<file path="src/rtl/cpu_dump_pkg.sv">
// Shared types and frame layout for the CPU state dumper.
// TRACE_CHECKSUM_EN adds a trailing XOR checksum word to every frame.
package cpu_dump_pkg;

  typedef enum logic [2:0] {
    IDLE,
    HDR,
    REGS,
    MEM,
`ifdef TRACE_CHECKSUM_EN
    CHK,
`endif
    DONE
  } state_t;

  // Width of the frame word position counter.
  localparam int POS_W = 7;

  // Frame geometry for the standard RV32 configuration.
  localparam int DEF_NUM_REGS      = 32;
  localparam int DEF_NUM_MEM_WORDS = 8;
  localparam int HDR_WORDS         = 4;

  localparam int OFF_CYC   = 0;
  localparam int OFF_STALL = 1;
  localparam int OFF_FLUSH = 2;
  localparam int OFF_PC    = 3;
  localparam int OFF_REGS  = 4;
  localparam int OFF_MEM   = OFF_REGS + DEF_NUM_REGS;

`ifdef TRACE_CHECKSUM_EN
  localparam int CHK_WORDS = 1;
`else
  localparam int CHK_WORDS = 0;
`endif

  localparam int FRAME_WORDS = OFF_MEM + DEF_NUM_MEM_WORDS + CHK_WORDS;

endpackage

</file>
<file path="src/rtl/dump_counter.sv">
// Saturating event counter: advances while enabled, sticks at all-ones.
module dump_counter #(
  parameter int CNT_W = 32
) (
  input  logic             clk_i,
  input  logic             rst_i,
  input  logic             en_i,
  output logic [CNT_W-1:0] cnt_o
);

  function automatic logic [CNT_W-1:0] sat_inc(input logic [CNT_W-1:0] v);
    return (&v) ? v : v + CNT_W'(1);
  endfunction

  // Count enabled cycles, holding at the maximum instead of wrapping.
  always_ff @(posedge clk_i or posedge rst_i) begin
    if (rst_i)     cnt_o <= '0;
    else if (en_i) cnt_o <= sat_inc(cnt_o);
  end

endmodule

</file>
<file path="src/rtl/cpu_state_dumper.sv">
// Streams a snapshot of CPU architectural state over a valid/ready word port.
// Frame: cycle/stall/flush counters, PC, x0..xN, data memory words.
// Define TRACE_CHECKSUM_EN to append an XOR checksum of all frame words.
module cpu_state_dumper
  import cpu_dump_pkg::*;
#(
  parameter int NUM_REGS      = 32,
  parameter int NUM_MEM_WORDS = 8,
  parameter int CNT_W         = 32
) (
  input  logic             clk_i,
  input  logic             rst_i,
  input  logic             start_i,
  input  logic             stall_i,
  input  logic             flush_i,
  input  logic [31:0]      pc_i,
  input  logic             snap_i,
  output logic [4:0]       reg_addr_o,
  input  logic [31:0]      reg_data_i,
  output logic [31:0]      mem_addr_o,
  input  logic [31:0]      mem_data_i,
  output logic [CNT_W-1:0] dout_o,
  output logic             valid_o,
  input  logic             ready_i,
  output logic             busy_o,
  output logic             done_o
);

  localparam logic [POS_W-1:0] P_CYC   = POS_W'(OFF_CYC);
  localparam logic [POS_W-1:0] P_STALL = POS_W'(OFF_STALL);
  localparam logic [POS_W-1:0] P_FLUSH = POS_W'(OFF_FLUSH);
  localparam logic [POS_W-1:0] P_PC    = POS_W'(OFF_PC);
  localparam logic [POS_W-1:0] P_HDR   = POS_W'(HDR_WORDS);
  localparam logic [POS_W-1:0] P_REGS  = POS_W'(OFF_REGS);
  localparam logic [POS_W-1:0] P_MEM   = POS_W'(OFF_MEM + NUM_REGS - DEF_NUM_REGS);
  localparam logic [POS_W-1:0] P_CHK   = POS_W'(OFF_MEM + NUM_REGS - DEF_NUM_REGS + NUM_MEM_WORDS);
  localparam logic [POS_W-1:0] P_END   = POS_W'(FRAME_WORDS + NUM_REGS - DEF_NUM_REGS
                                                + NUM_MEM_WORDS - DEF_NUM_MEM_WORDS);

  state_t             state_q, state_d;
  logic [POS_W-1:0]   pos_q, pos_d, np, mem_idx;
  logic [CNT_W-1:0]   dout_q, dout_d, load_word;
  logic [CNT_W-1:0]   cyc_cnt, stall_cnt, flush_cnt;
  logic [CNT_W-1:0]   stall_frz, flush_frz;
  logic [31:0]        pc_frz;
  logic               streaming, snap_take;
`ifdef TRACE_CHECKSUM_EN
  logic [CNT_W-1:0]   chk_q;
`endif

  dump_counter #(.CNT_W(CNT_W)) u_cyc_cnt (
    .clk_i(clk_i), .rst_i(rst_i), .en_i(start_i), .cnt_o(cyc_cnt)
  );
  dump_counter #(.CNT_W(CNT_W)) u_stall_cnt (
    .clk_i(clk_i), .rst_i(rst_i), .en_i(start_i & stall_i), .cnt_o(stall_cnt)
  );
  dump_counter #(.CNT_W(CNT_W)) u_flush_cnt (
    .clk_i(clk_i), .rst_i(rst_i), .en_i(start_i & flush_i), .cnt_o(flush_cnt)
  );

  // pos_q is the frame position of the word in dout_o; np is the next one to load.
  assign np        = pos_q + POS_W'(1);
  assign mem_idx   = np - P_MEM;
  assign streaming = (state_q != IDLE) && (state_q != DONE);
  assign snap_take = (state_q == IDLE) && snap_i;

  assign valid_o = streaming;
  assign busy_o  = streaming;
  assign done_o  = (state_q == DONE);
  assign dout_o  = dout_q;

  // Read ports point at the word that the next handshake will load.
  assign reg_addr_o = (streaming && np >= P_REGS && np < P_MEM) ? 5'(np - P_REGS) : 5'd0;
  assign mem_addr_o = (streaming && np >= P_MEM && np < P_CHK) ? (32'(mem_idx) << 2) : 32'd0;

  // Select the word that belongs at frame position np.
  always_comb begin
    load_word = '0;
    if (np == P_STALL)     load_word = stall_frz;
    else if (np == P_FLUSH) load_word = flush_frz;
    else if (np == P_PC)    load_word = CNT_W'(pc_frz);
    else if (np < P_MEM)    load_word = CNT_W'(reg_data_i);
    else if (np < P_CHK)    load_word = CNT_W'(mem_data_i);
`ifdef TRACE_CHECKSUM_EN
    else                    load_word = chk_q ^ dout_q;
`endif
  end

  // Next-state logic: advance one frame word per accepted handshake.
  always_comb begin
    state_d = state_q;
    pos_d   = pos_q;
    dout_d  = dout_q;
    unique case (state_q)
      IDLE: begin
        if (snap_i) begin
          state_d = HDR;
          pos_d   = P_CYC;
          dout_d  = cyc_cnt;
        end
      end
      DONE: state_d = IDLE;
      default: begin
        if (ready_i) begin
          pos_d = np;
          if (np == P_END) begin
            state_d = DONE;
          end else begin
            dout_d = load_word;
            if (np < P_HDR)      state_d = HDR;
            else if (np < P_MEM) state_d = REGS;
            else if (np < P_CHK) state_d = MEM;
`ifdef TRACE_CHECKSUM_EN
            else                 state_d = CHK;
`endif
          end
        end
      end
    endcase
  end

  // Control and output word registers; reset abandons any frame in flight.
  always_ff @(posedge clk_i or posedge rst_i) begin
    if (rst_i) begin
      state_q <= IDLE;
      pos_q   <= '0;
      dout_q  <= '0;
    end else begin
      state_q <= state_d;
      pos_q   <= pos_d;
      dout_q  <= dout_d;
    end
  end

  // Freeze the header values seen at the snapshot edge.
  always_ff @(posedge clk_i) begin
    if (snap_take) begin
      stall_frz <= stall_cnt;
      flush_frz <= flush_cnt;
      pc_frz    <= pc_i;
    end
  end

`ifdef TRACE_CHECKSUM_EN
  // Accumulate the XOR of every word as it is accepted.
  always_ff @(posedge clk_i) begin
    if (snap_take)                chk_q <= '0;
    else if (streaming && ready_i) chk_q <= chk_q ^ dout_q;
  end
`endif

endmodule

</file>
<file path="config.mk">
export PLATFORM = sky130hd
export DESIGN_NAME = cpu_state_dumper
export DESIGN_NICKNAME = d
export VERILOG_FILES = /design/src/rtl/cpu_dump_pkg.sv /design/src/rtl/dump_counter.sv /design/src/rtl/cpu_state_dumper.sv
export SDC_FILE = /design/constraint.sdc
export NUM_CORES = 1
export LEC_CHECK = 0
export ABC_AREA = 1
export CAP_MARGIN = 20
export CORE_MARGIN = 8
export CORE_UTILIZATION = 40
export CTS_BUF_LIST = sky130_fd_sc_hd__clkbuf_16
export DETAILED_ROUTE_END_ITERATION = 16
export RECOVER_POWER = 25
export SKIP_CTS_REPAIR_TIMING = 1
export SYNTH_ARGS = -nofsm -noshare
export SYNTH_HDL_FRONTEND = slang
export SYNTH_SLANG_ARGS = --single-unit
export TNS_END_PERCENT = 1
</file>
<file path="constraint.sdc">
create_clock -name clk_i -period 7.75 [get_ports clk_i]
set_input_delay 1.1625 -clock clk_i [delete_from_list [all_inputs] [get_ports clk_i]]
set_output_delay 1.1625 -clock clk_i [all_outputs]
set_load 0.05 [all_outputs]
</file>
## Word level (Yosys, flattened, before mapping)

Cells that the tools add are included.

- Logic and storage cells: 75
- Input bits: 103
- Bits in registers: 234
- Output and inout port bits: 72

- Multiplexer cells: 21
- Add/subtract/negate cells: 6
- Bitwise operators: 6
- Equal/unequal tests: 8
- Reduce and logical (&&, ||, !) cells: 20
- $lt $le $gt $ge: 5

Operator list:

| operator | count |
|---|---|
| 32-bit two-way mux | 8 |
| 32-bit by 1-bit adder with 32-bit output (second input constant) | 3 |
| 32-bit AND reduction | 3 |
| 32-bit one-hot mux with 2 select lines | 1 |
| 3-bit two-way mux | 6 |
| 7-bit by 2-bit equality test with 1-bit output (second input constant) | 2 |
| 7-bit by 6-bit less-than comparator with 1-bit output (second input constant) | 2 |
| 7-bit two-way mux | 2 |
| 7-bit one-hot mux with 2 select lines | 1 |
| 9-bit two-way mux | 1 |
| 7-bit by 1-bit adder with 7-bit output (second input constant) | 1 |
| 7-bit by 1-bit equality test with 1-bit output (second input constant) | 1 |
| 7-bit by 6-bit equality test with 1-bit output (second input constant) | 1 |
| 7-bit by 3-bit greater-or-equal comparator with 1-bit output (second input constant) | 1 |
| 7-bit by 6-bit greater-or-equal comparator with 1-bit output (second input constant) | 1 |
| 7-bit by 3-bit less-than comparator with 1-bit output (second input constant) | 1 |
| 7-bit by 6-bit subtractor with 7-bit output (second input constant) | 1 |
| 1-bit logical AND | 6 |
| 3-bit one-hot mux with 2 select lines | 1 |
| 2-bit AND reduction | 3 |
| 3-bit AND reduction | 2 |
| 3-bit nonzero test | 2 |
| 6-bit nonzero test | 1 |
| 5-bit two-way mux | 1 |
| other kinds (9) | 14 |

## Logic depth before layout (Yosys ltp)

Gate-level depths: netlist (run 1).

- Word-level depth: 10
- Mapped depth: 18
- Mapped depth without buffers: 17

## Hierarchy

From an unflattened synthesis (run 1), not the netlist that was laid out.

- Cell total of the unflattened synthesis: 1884
- Area total of the unflattened synthesis: 13763.2 µm²

Modules (own cells, without submodules):

| module | sequential area each (µm²) | times used | area each (µm²) | cells each |
|---|---|---|---|---|
| cpu_state_dumper | 3933.8 | 1 | 7123.1 | 834 |
| dump_counter | 800.8 | 3 | 2213.4 | 350 |

## Worst setup path before layout (run 1)

OpenSTA, ideal clock, no wires.

- Path kind: register to register
- From: register state_q[1]
- To: register flush_frz[0] (enable)
- Cell stages (with the launch flop): 8
- Arrival time: 5685 ps
- Slack: 1513 ps
- Setup time: 552 ps
- Data required time: 7198 ps
- Buffers on the path: 2
- Period minus slack after synthesis: 6237 ps
- Path through: dfrtp_1 -> nor2_1 -> clkinv_1 -> nor2_1 -> inv_1 -> clkbuf_1 -> clkbuf_1 -> nor2_1

- Cells in the longest elaborated chain, start to end: 2

RTL lines:

| item | RTL line | RTL |
|---|---|---|
| start, declared | cpu_state_dumper.sv:40 | `state_t state_q, state_d;` |
| start signal, assigned | cpu_state_dumper.sv:129 | `state_q <= state_d;` |
| 3-bit logical NOT | cpu_state_dumper.sv:65 | `assign snap_take = (state_q == IDLE) && snap_i;` |
| 1-bit logical AND | cpu_state_dumper.sv:65 |  |
| via snap_take | cpu_state_dumper.sv:46 | `logic streaming, snap_take;` |
| end signal, assigned | cpu_state_dumper.sv:139 | `flush_frz <= flush_cnt;` |
| end, declared | cpu_state_dumper.sv:44 | `logic [CNT_W-1:0] stall_frz, flush_frz;` |

The timed path passes the listed nets, and every way through them passes these cells.
A chain may end at the register's enable or synchronous reset.

## Worst setup path after layout (run 1)

- From: register pos_q[0]
- To: output port mem_addr_o[3]

- Cells in the longest elaborated chain, start to end: 5
- Elaborated cells on any way between the ends: 7
- Classes of those cells: add/sub (2); order compare (2); mux (1); reduce/logical (2)

RTL lines:

| item | RTL line | RTL |
|---|---|---|
| start, declared | cpu_state_dumper.sv:41 | `logic [POS_W-1:0] pos_q, pos_d, np, mem_idx;` |
| start signal, assigned | cpu_state_dumper.sv:130 | `pos_q <= pos_d;` |
| 7-bit by 1-bit adder with 7-bit output * | cpu_state_dumper.sv:62 | `assign np = pos_q + POS_W'(1);` |
| 7-bit by 6-bit greater-or-equal comparator with 1-bit output | cpu_state_dumper.sv:74 | `assign mem_addr_o = (streaming && np >= P_MEM && np < P_CHK) ? (32'(mem_idx) << 2) : 32'd0;` |
| 1-bit logical AND (2 in a row) | cpu_state_dumper.sv:74 |  |
| 9-bit two-way mux * | cpu_state_dumper.sv:74 |  |
| end, declared | cpu_state_dumper.sv:20 | `output logic [31:0] mem_addr_o,` |

Every way passes the cells marked *; elsewhere a longest branch is shown, timed or not.

==> impl_results.md, run 1 <==
* Status: finished, violations left
* Violations in the final reports: capacitance limit, slew limit
* Unrepaired setup endpoints after global routing: no
* Slew Limit Fails at 85
* Initial Utilization at 0.405
* Mapped Cells at 1708
* DIE AREA at 38900 sq um
* Die width at 197 um
* Largest cells by area after synthesis: dfrtp_1, edfxtp_1, nand2_1, inv_1, nand3_1
* Metal2 WL at 16800 um
* Total gr overflow at 0
* Final GP Congestion at 0.907
* Cells after DPL at 2247
* TNS Setup at 0 ps
* Final Cycle Share at 0.705
* Hold WC Path Type: reg2reg
* Core area at 32500 sq um
* CTS Buf Count at 27
* WP data arrival at 4300 ps
* Seq/Total Area, Yosys at 0.482
* FMAX at 183 MHz
* I/O Buffers at 149
* Register clock-pin slew on the reported worst setup and hold paths at 60 ps
* Pwr dens at 349 nW/um^2
* Max-cap viol count at 1
* Yosys reg bits at 234
* DRC violation total after the first TritonRoute iteration at 797
* Worst slew margin at -1.54
* I/O Pins at 175
* Synth warn at 0
* Post-Layout Cell Count at 2301
* Site Rows at 66
* DRT antenna net count at 0
* Clock skew at 16.1 ps
* Synth area leader: dfrtp_1
* # setup viols final at 0
* Core Util, Final at 0.490
* Worst Setup End Kind: primary output
* Global-route wire length before repair at 58300 um
* Sink Count at 234
* Post-synth design cell area at 13100 sq um
* DR WL/cell at 15.9 um
* Vias in the first global route at 10700
* Initial antenna violation count at 3
* Top sig layer: met4
* Synth cell types at 36
* Max clock buf depth at 3
* H-tree levels at 1
* Total Power at 0.00555 W
* Total GRT Usage at 0.187
* Die Y at 197 um
* Crit path required time at 6590 ps
* Clock root cell: clkbuf_16
* 1st-pass router iterations at 5
* Met1 wire length at 16900 um
* Routed vias at 10900
* TritonCTS clock tree: yes
* Largest net degree at the start of global routing at 85
* Area grow syn2layout at 20.9%
* Met3 wire length at 2010 um
* Critical path class: reg2out
* Final HPWL from detailed placement at 27100 um
* Clock latency on the worst-skew pair at 540 ps
* Final Hold Vio Count at 0
* Final-layout fill cell count at 3185
* DRC errors left at 0
* Net count, final at 1949
* Vias per std cell at 4.75
* Fin crit period at 5470 ps
* Area fraction of the dominant cell type after synthesis at 0.263
* IR drop worst, VDD at 0.000321 V
* CP Max Fanout at 34
* Slew @ Worst Pin at 3790 ps
* Avg Cell Area, Syn at 7.70 sq um
* Final hold slack at 476 ps
* Leak pwr at 7.91 nW
* Drt total wl at 36600 um
* CP startpoint kind: register
* Ratio of cells with drive above 1 in the final layout at 0.0393
[synth_stat cells (all sizes together)]
cell type,number
nand3b,1
nor4,14
nand3,140
a21oi,2
a21boi,1
o22ai,6
or2,1
xnor2,32
inv,260
dfrtp,138
nor3,39
ha,11
xor2,61
nor3b,1
nand4,31
nor2,179
edfxtp,96
clkinv,2
conb,1
buf,67
clkbuf,16
nand2,533
o21ai,75
and2,1
[path summary, 6_finish.rpt]
check,slack [ps],cells after the start,end,from
setup / recovery,2280,13,mem_addr_o[3],pos_q[0]$_DFFE_PP0P_
hold / removal,480,0,flush_frz[16]$_DFFE_PP_,u_flush_cnt.cnt_o[16]$_DFFE_PP0P_
setup reg to reg,4330,14,dout_o[19]$_DFFE_PP0P_,pos_q[0]$_DFFE_PP0P_
hold reg to reg,480,0,flush_frz[16]$_DFFE_PP_,u_flush_cnt.cnt_o[16]$_DFFE_PP0P_
max in group asynchronous,3580,3,u_flush_cnt.cnt_o[4]$_DFFE_PP0P_,rst_i
min in group asynchronous,2200,2,u_cyc_cnt.cnt_o[15]$_DFFE_PP0P_,rst_i
[cells in the final DEF, fill, tap and decap left out, drive strengths merged]
cell type and instances:
xnor2 32, and2 1, nand2 533, inv 263, nor3 39, diode 3
nor4 14, clkinv 11, ha 11, edfxtp 96, dlygate4sd3 33, xor2 61
bufinv 7, or2 1, nand3 140, nor2 179, nor3b 1, a21boi 1
a21oi 2, o21ai 75, conb 25, nand3b 1, clkinvlp 4, clkbuf 27
dfrtp 138, buf 8, clkdlybuf4s50 116, o22ai 6, nand4 31
[area by class of cell]
class / instances / area (sq um) / share of cell area
flip-flops and latches: 234 / 6340 / 0.399
multi-input cells: 1153 / 5450 / 0.343
repair buffers: 157 / 1580 / 0.0993
inverters: 262 / 985 / 0.0620
clock buffers: 27 / 676 / 0.0425
well taps: 442 / 553 / 0.0348
clock inverters: 23 / 304 / 0.0191
diodes: 3 / 7.51 / 0.000472
[power breakdown]
group	internal (W)	switching, W	leakage [nW]
clock network	0.000870	0.000520	0.484
logic	0.000708	0.00169	4.73
registers	0.00160	0.000170	2.70
total	0.00318	0.00238	7.91
[sequential cells by signal, indices dropped and copies added (netlist names)]
| register | cells |
|---|---|
| dout_o | 32 |
| flush_frz | 32 |
| pc_frz | 32 |
| pos_q | 7 |
| stall_frz | 32 |
| state_q | 3 |
| u_cyc_cnt.cnt_o | 32 |
| u_flush_cnt.cnt_o | 32 |
| u_stall_cnt.cnt_o | 32 |
[worst max-delay path, cell delays in order, from the launching register on]
cell and delay [ps]:
dfrtp_1 480, ha_1 320, nand2_1 100, inv_2 60, nor2_4 150, inv_1 120, nand3_1 110, nand2_2 360
nand2_2 680, inv_2 70, a21oi_1 170, nand2_1 160, nor2_1 140, clkdlybuf4s50_1 820
[per-stage QoR]
step                      setup WS (ps)  cell area [sq um]
after floorplan                    1510              13200
after global placement             2930              14900
after detailed placement           2840              14900
after CTS                          2260              15900
after global routing               1860              15900
final                              2280              15900
[layer usage]
layer / global-route usage / vias to the layer above
met1: 0.259 / 5053
met3: 0.0240 / 50
li1: - / 5545
met4: 0.0527 / 0
met2: 0.303 / 291
met5: 0 / -
[kinds of logic (layout without fill, tap and decap cells)]
| family | count (synthesis) | count (layout) | synth area share |
|---|---|---|---|
| flip-flops | 234 | 234 | 0.482 |
| AO/OA/AOI/OAI | 84 | 84 | 0.0330 |
| XOR/XNOR | 93 | 93 | 0.0619 |
| buffers and inverters | 345 | 469 | 0.111 |
| other | 1 | 28 | 0.000285 |
| AND/OR/NAND/NOR | 940 | 940 | 0.301 |
| adder cells (fa/ha/maj) | 11 | 11 | 0.0105 |
Note: power is estimated with default switching activity, not from simulation.
==> run 2: changes to the inputs <==
==> constraint.sdc (replaced) <==
create_clock -name clk_i -period 5 [get_ports clk_i]
set_input_delay 0.75 -clock clk_i [delete_from_list [all_inputs] [get_ports clk_i]]
set_output_delay 0.75 -clock clk_i [all_outputs]
set_load 0.05 [all_outputs]
==> run 2 against run 1 <==
Compared with the run above:
- the flow still finishes with violations (capacitance limit, slew limit)
- via count decreased by 0.23%
- global-route usage fell by 0.12 points
- utilization fell by 0.21 points
- count of clock-buffer cells in the layout shrank 1
- critical path depth unchanged
- first-iteration DRC count grew 11%
==> impl_results.md, run 2 (synthesis results as in run 1) <==
* Clock skew at 21.2 ps (+5.12 ps)
* Violations in the final reports: capacitance limit, slew limit
* Site Rows at 66 (unchanged)
* Die width at 197 um (unchanged)
* # setup viols final at 0 (unchanged)
* Clock latency on the worst-skew pair at 550 ps (about the same)
* I/O Buffers at 149 (unchanged)
* CP startpoint kind: register
* Area grow syn2layout at 20.4%
* Int Power at 0.00478 W (+50%)
* Final HPWL from detailed placement at 26900 um (-0.70%)
* Total Power at 0.00845 W (+52%)
* Total gr overflow at 0 (unchanged)
* Worst Setup End Kind: primary output
* Routed vias at 10900 (-0.23%)
* H-tree levels at 1 (unchanged)
* DIE AREA at 38900 sq um (unchanged)
* Vias in the first global route at 10600 (-0.98%)
* Hold WC Path Type: reg2reg
* DRC violation total after the first TritonRoute iteration at 883 (+11%)
* TritonCTS clock tree: yes
* Crit path from: pos_q[0]$_DFFE_PP0P_
* CP Cell Sequence: ha_1 -> nand2_1 -> inv_2 -> nor2_4 -> inv_1 -> nand3_1 -> nand2_2 -> nand2_2 -> inv_2 -> a21oi_1 -> nand2_1 -> nor2_1 -> clkdlybuf4s50_1
* Register clock-pin slew on the reported worst setup and hold paths at 60 ps (about the same)
* DR WL/cell at 15.9 um (+0.13%)
* Die Y at 197 um (unchanged)
* RR Startpoint: pos_q[0]$_DFFE_PP0P_
* WP data arrival at 3760 ps (-540 ps)
* Crit path required time at 4250 ps (-2340 ps)
* Largest net degree at the start of global routing at 108 (+27%)
* TNS Setup at 0 ps (unchanged)
* DRT antenna net count at 0 (unchanged)
* Final Hold Vio Count at 0 (unchanged)
* DRC errors left at 0 (unchanged)
* Final Cycle Share at 0.901
* Leak pwr at 7.88 nW (-0.30%)
* Part of the power in registers at 0.324 (+0.005)
* FMAX at 222 MHz
* Commonest non-fill, non-tap cell in the layout: nand2_1
* Psw at 0.00367 W (+55%)
* Slew Limit Fails at 47 (-45%)
* IR drop worst, VDD at 0.000292 V (-9.1%)
* Sink Count at 234 (unchanged)
* CP peak stage delay at 820 ps (about the same)
* I/O Pins at 175 (unchanged)
* Pwr dens at 534 nW/um^2 (+53%)
* Final GP Congestion at 0.882 (-2.8%)
* Max-cap viol count at 1 (unchanged)
* Most frequent cells in the layout: nand2_1, inv_1, nor2_1
* Total GRT Usage at 0.186 (-0.00122)
* Core area at 32500 sq um (unchanged)
* Hold_sp: dout_o[13]$_DFFE_PP0P_
* Switching Fraction at 0.435 (+0.00682)
* Vias per std cell at 4.75 (-0.14%)
* Drt total wl at 36600 um (about the same)
* Clock root cell: clkbuf_16
* Initial antenna violation count at 1 (-2)
* Initial Utilization at 0.405 (unchanged)
* Fin crit period at 4510 ps
* Status: finished, violations left
* Worst slew margin at -0.507 (+1.04)
* Clock network power share at 0.237 (-0.013)
* Critical path class: reg2out
* Unrepaired setup endpoints after global routing: no
* Ratio of cells with drive above 1 in the final layout at 0.0393 (unchanged)
* Global-route wire length before repair at 58000 um (-0.59%)
* CTS Buf Count at 26 (-3.7%)
* CP max-delay cell: clkdlybuf4s50_1
* Slew @ Worst Pin at 2250 ps (-1540 ps)
* 1st-pass router iterations at 7 (+2)
* Net count, final at 1950 (+0.051%)
* Max clock buf depth at 3 (unchanged)
* Comb pwr share at 0.439 (+0.008)
* CP Max Fanout at 34 (unchanged)
==> run 2: area by class of cell <==
class | count | area [sq um]
timing repair buffer | 159 | 1600
tap | 442 | 553
sequential | 234 | 6340
fill | 3250 | 16600
clock buffer | 26 | 651
inverter | 262 | 985
antenna | 1 | 2.50
clock inverter | 22 | 246
multi-input combinational | 1153 | 5450
==> run 2: critical path: cells and delay by family (launching register included) <==
family,cells,cell delay (ps)
and+or+nand+nor,7,1240
buffers and inverters,4,1050
DFF,1,490
adders and majority gates,1,310
AOI/OAI and AO/OA,1,140
==> run 2: path summary, 6_finish.rpt <==
path	to	slack [ps]	cells past startpoint
min	dout_o[13]$_DFFE_PP0P_	480	2
min in group asynchronous	u_cyc_cnt.cnt_o[7]$_DFFE_PP0P_	1250	2
max reg2reg	dout_o[7]$_DFFE_PP0P_	1710	14
max	mem_addr_o[5]	490	13
max in group asynchronous	u_flush_cnt.cnt_o[24]$_DFFE_PP0P_	2180	4
min reg2reg	dout_o[13]$_DFFE_PP0P_	480	2
==> run 2: stage by stage <==
stage | area (sq um) | utilization | std cells | hold slack, ps | setup slack, ps
after global placement | 14900 | 0.459 | 2249 | 464 | 1070
final | 15800 | 0.488 | 2299 | 478 | 493
after global routing | 15800 | 0.488 | 2299 | 499 | 222
after CTS | 15800 | 0.487 | 2297 | 481 | 437
after detailed placement | 14900 | 0.459 | 2249 | 464 | 1030
after floorplan | 13200 | - | 1732 | 446 | 380
==> run 2: power by group through the flow <==
stage / Sequential (W) / Combinational (W) / Clock, W
6_report: 0.00274 / 0.00371 / 0.00200
5_1_grt: 0.00278 / 0.00414 / 0.00212
4_1_cts: 0.00273 / 0.00376 / 0.00205
3_5_place_dp: 0.00277 / 0.00374 / 0
3_3_place_gp: 0.00276 / 0.00372 / 0
2_1_floorplan: 0.00312 / 0.00224 / 0
==> run 2: routing by layer <==
layer,vias to the layer above,global-route usage,routed length (um)
li1,5546,-,-
met1,5073,0.259,17100
met2,257,0.299,17000
met3,38,0.0249,1820
met4,0,0.0496,678
met5,-,0,0
==> run 3: changes to the inputs <==
==> constraint.sdc (replaced) <==
create_clock -name clk_i -period 4.1 [get_ports clk_i]
set_input_delay 0.615 -clock clk_i [delete_from_list [all_inputs] [get_ports clk_i]]
set_output_delay 0.615 -clock clk_i [all_outputs]
set_load 0.05 [all_outputs]
==> run 3 against run 2 <==
Compared with the run above:
- the run still ends with capacitance limit, slew limit left
- utilization grew 0.47 points
- total power grew 22%
- critical path depth is the same
- sequential cell count is the same
- worst setup slack lost 130 ps
- count of clock-buffer cells in the layout grew 1
- cell count grew 0.35%
- highest routed layer unchanged
- via count grew 0.59%
- design area grew 0.96%
- largest power group unchanged
==> impl_results.md, run 3 (synthesis results as in run 1) <==
* FMAX at 268 MHz
* TritonCTS clock tree: yes
* Clock latency on the worst-skew pair at 560 ps (about the same)
* Fin crit period at 3740 ps
* Die width at 197 um (unchanged)
* Pwr dens at 647 nW/um^2 (+21%)
* Net count, final at 1957 (+0.36%)
* # setup viols final at 0 (unchanged)
* DR WL/cell at 15.9 um (about the same)
* TNS Setup at 0 ps (unchanged)
* Critical path class: reg2out
* Leak pwr at 7.97 nW (+1.1%)
* DRC violation total after the first TritonRoute iteration at 719 (-19%)
* Site Rows at 66 (unchanged)
* WP data arrival at 3120 ps (-640 ps)
* Worst Setup End Kind: primary output
* Total gr overflow at 0 (unchanged)
* Final GP Congestion at 0.921 (+4.5%)
* Largest net degree at the start of global routing at 77 (-29%)
* DIE AREA at 38900 sq um (unchanged)
* Final Hold Vio Count at 0 (unchanged)
* Most frequent cells in the layout: nand2_1, inv_1, nor2_1
* Routed vias at 11000 (+0.59%)
* Comb pwr share at 0.441 (+0.002)
* I/O Buffers at 149 (unchanged)
* Commonest non-fill, non-tap cell in the layout: nand2_1
* Vias in the first global route at 10700 (+1.5%)
* R2R Path End: dout_o[27]$_DFFE_PP0P_
* Violations in the final reports: capacitance limit, slew limit
* Clock skew at 25.6 ps (+4.41 ps)
* Total GRT Usage at 0.189 (+0.00383)
* Core area at 32500 sq um (unchanged)
* H-tree levels at 1 (unchanged)
* Drt total wl at 36700 um (+0.29%)
* CP Max Fanout at 34 (unchanged)
* Psw at 0.00452 W (+23%)
* Hold WC Path Type: reg2reg
* Die Y at 197 um (unchanged)
* Switching Fraction at 0.437 (+0.00216)
* RR Startpoint: pos_q[0]$_DFFE_PP0P_
* IR drop worst, VDD at 0.000388 V (+33%)
* Clock network power share at 0.236 (about the same)
* CTS Buf Count at 27 (+3.8%)
* Final worst slack at 362 ps (-130 ps)
* Core Util, Final at 0.492 (+0.00470)
* CP startpoint kind: register
* I/O Pins at 175 (unchanged)
* Hold Path End: flush_frz[23]$_DFFE_PP_
* Max-cap viol count at 1 (unchanged)
* Placed cell areas at 15100 sq um (+1.2%)
* Sink Count at 234 (unchanged)
* Vias per std cell at 4.76 (+0.24%)
* Status: finished, violations left
* Final Cycle Share at 0.912
* Hold_sp: u_flush_cnt.cnt_o[23]$_DFFE_PP0P_
* Initial Utilization at 0.405 (unchanged)
* Part of the power in registers at 0.323 (about the same)
* Global-route wire length before repair at 59200 um (+2.1%)
* Post-Layout Cell Count at 2307 (+0.35%)
* Slew @ Worst Pin at 3150 ps (+905 ps)
* DRT antenna net count at 0 (unchanged)
* Int Power at 0.00582 W (+22%)
* Layout Cell Area excl Fill at 16000 sq um (+0.96%)
* Ratio of cells with drive above 1 in the final layout at 0.0494 (+0.0100)
* Cells after DPL at 2256 (+0.31%)
* Initial antenna violation count at 1 (unchanged)
* Slew Limit Fails at 76 (+62%)
* Crit path required time at 3480 ps (-770 ps)
* Area grow syn2layout at 21.5%
* Pre-CTS setup slack at 932 ps (-95.4 ps)
* 1st-pass router iterations at 5 (-2)
* Worst reg2reg path depth at 15 (+1)
* Hold Crit Depth at 0 (-2)
* R2r setup slk at 1010 ps (-700 ps)
* Max clock buf depth at 3 (unchanged)
* Unrepaired setup endpoints after global routing: no
* DRC errors left at 0 (unchanged)
* Clock root cell: clkbuf_16
* Worst slew margin at -1.10 (-0.597)
* Register clock-pin slew on the reported worst setup and hold paths at 60 ps (about the same)
* Final HPWL from detailed placement at 27500 um (+2.2%)
* Final-layout fill cell count at 3207 (-1.3%)
run 3: worst max-delay path by stage:
stage	start	end	depth (start not counted)
after floorplan	rst_i	dout_o[0]$_DFFE_PP0P_	1
after global placement	pos_q[0]$_DFFE_PP0P_	mem_addr_o[4]	13
after detailed placement	pos_q[0]$_DFFE_PP0P_	mem_addr_o[7]	13
after CTS	pos_q[0]$_DFFE_PP0P_	mem_addr_o[7]	13
after global routing	pos_q[0]$_DFFE_PP0P_	mem_addr_o[7]	13
final	pos_q[0]$_DFFE_PP0P_	mem_addr_o[8]	13
run 3: worst max-delay path: stages, from the launching register on:
cell     delay, ps
dfrtp_1        470
ha_1           300
nand2_1        100
inv_2           60
nor2_4         140
inv_1          120
nand3_1        110
nand2_2        360
nand2_2        190
inv_2           50
a21oi_1        130
nand2_1        150
nor2_1         220
buf_12         170
run 3: per-layer routing:
metal | GRT usage | vias up | wire length, um
met4 | 0.0582 | 0 | 847
met1 | 0.260 | 5107 | 16800
met3 | 0.0245 | 43 | 1880
met5 | 0 | - | 0
met2 | 0.308 | 266 | 17200
li1 | - | 5562 | -
run 3: final cells by class:
cell class	instances	area, sq um	area share
inverter	262	983	0.0615
clock buffer	27	676	0.0423
timing repair buffer	165	1740	0.109
antenna	1	2.50	0.000157
multi-input combinational	1153	5450	0.341
clock inverter	23	230	0.0144
tap	442	553	0.0346
sequential	234	6340	0.397
run 3: per-stage QoR:
step | total power, W | hold slack (ps)
5_1_grt | 0.0111 | 499
6_report | 0.0103 | 475
3_3_place_gp | 0.00794 | 465
4_1_cts | 0.0104 | 478
3_5_place_dp | 0.00797 | 466
2_1_floorplan | 0.00652 | 446
run 3: power by group through the flow:
stage | clock [W] | sequential [W] | combinational, W
finish | 0.00243 | 0.00334 | 0.00456
global placement | 0 | 0.00337 | 0.00457
CTS | 0.00249 | 0.00334 | 0.00461
global route | 0.00257 | 0.00339 | 0.00512
detailed placement | 0 | 0.00338 | 0.00459
floorplan | 0 | 0.00379 | 0.00273
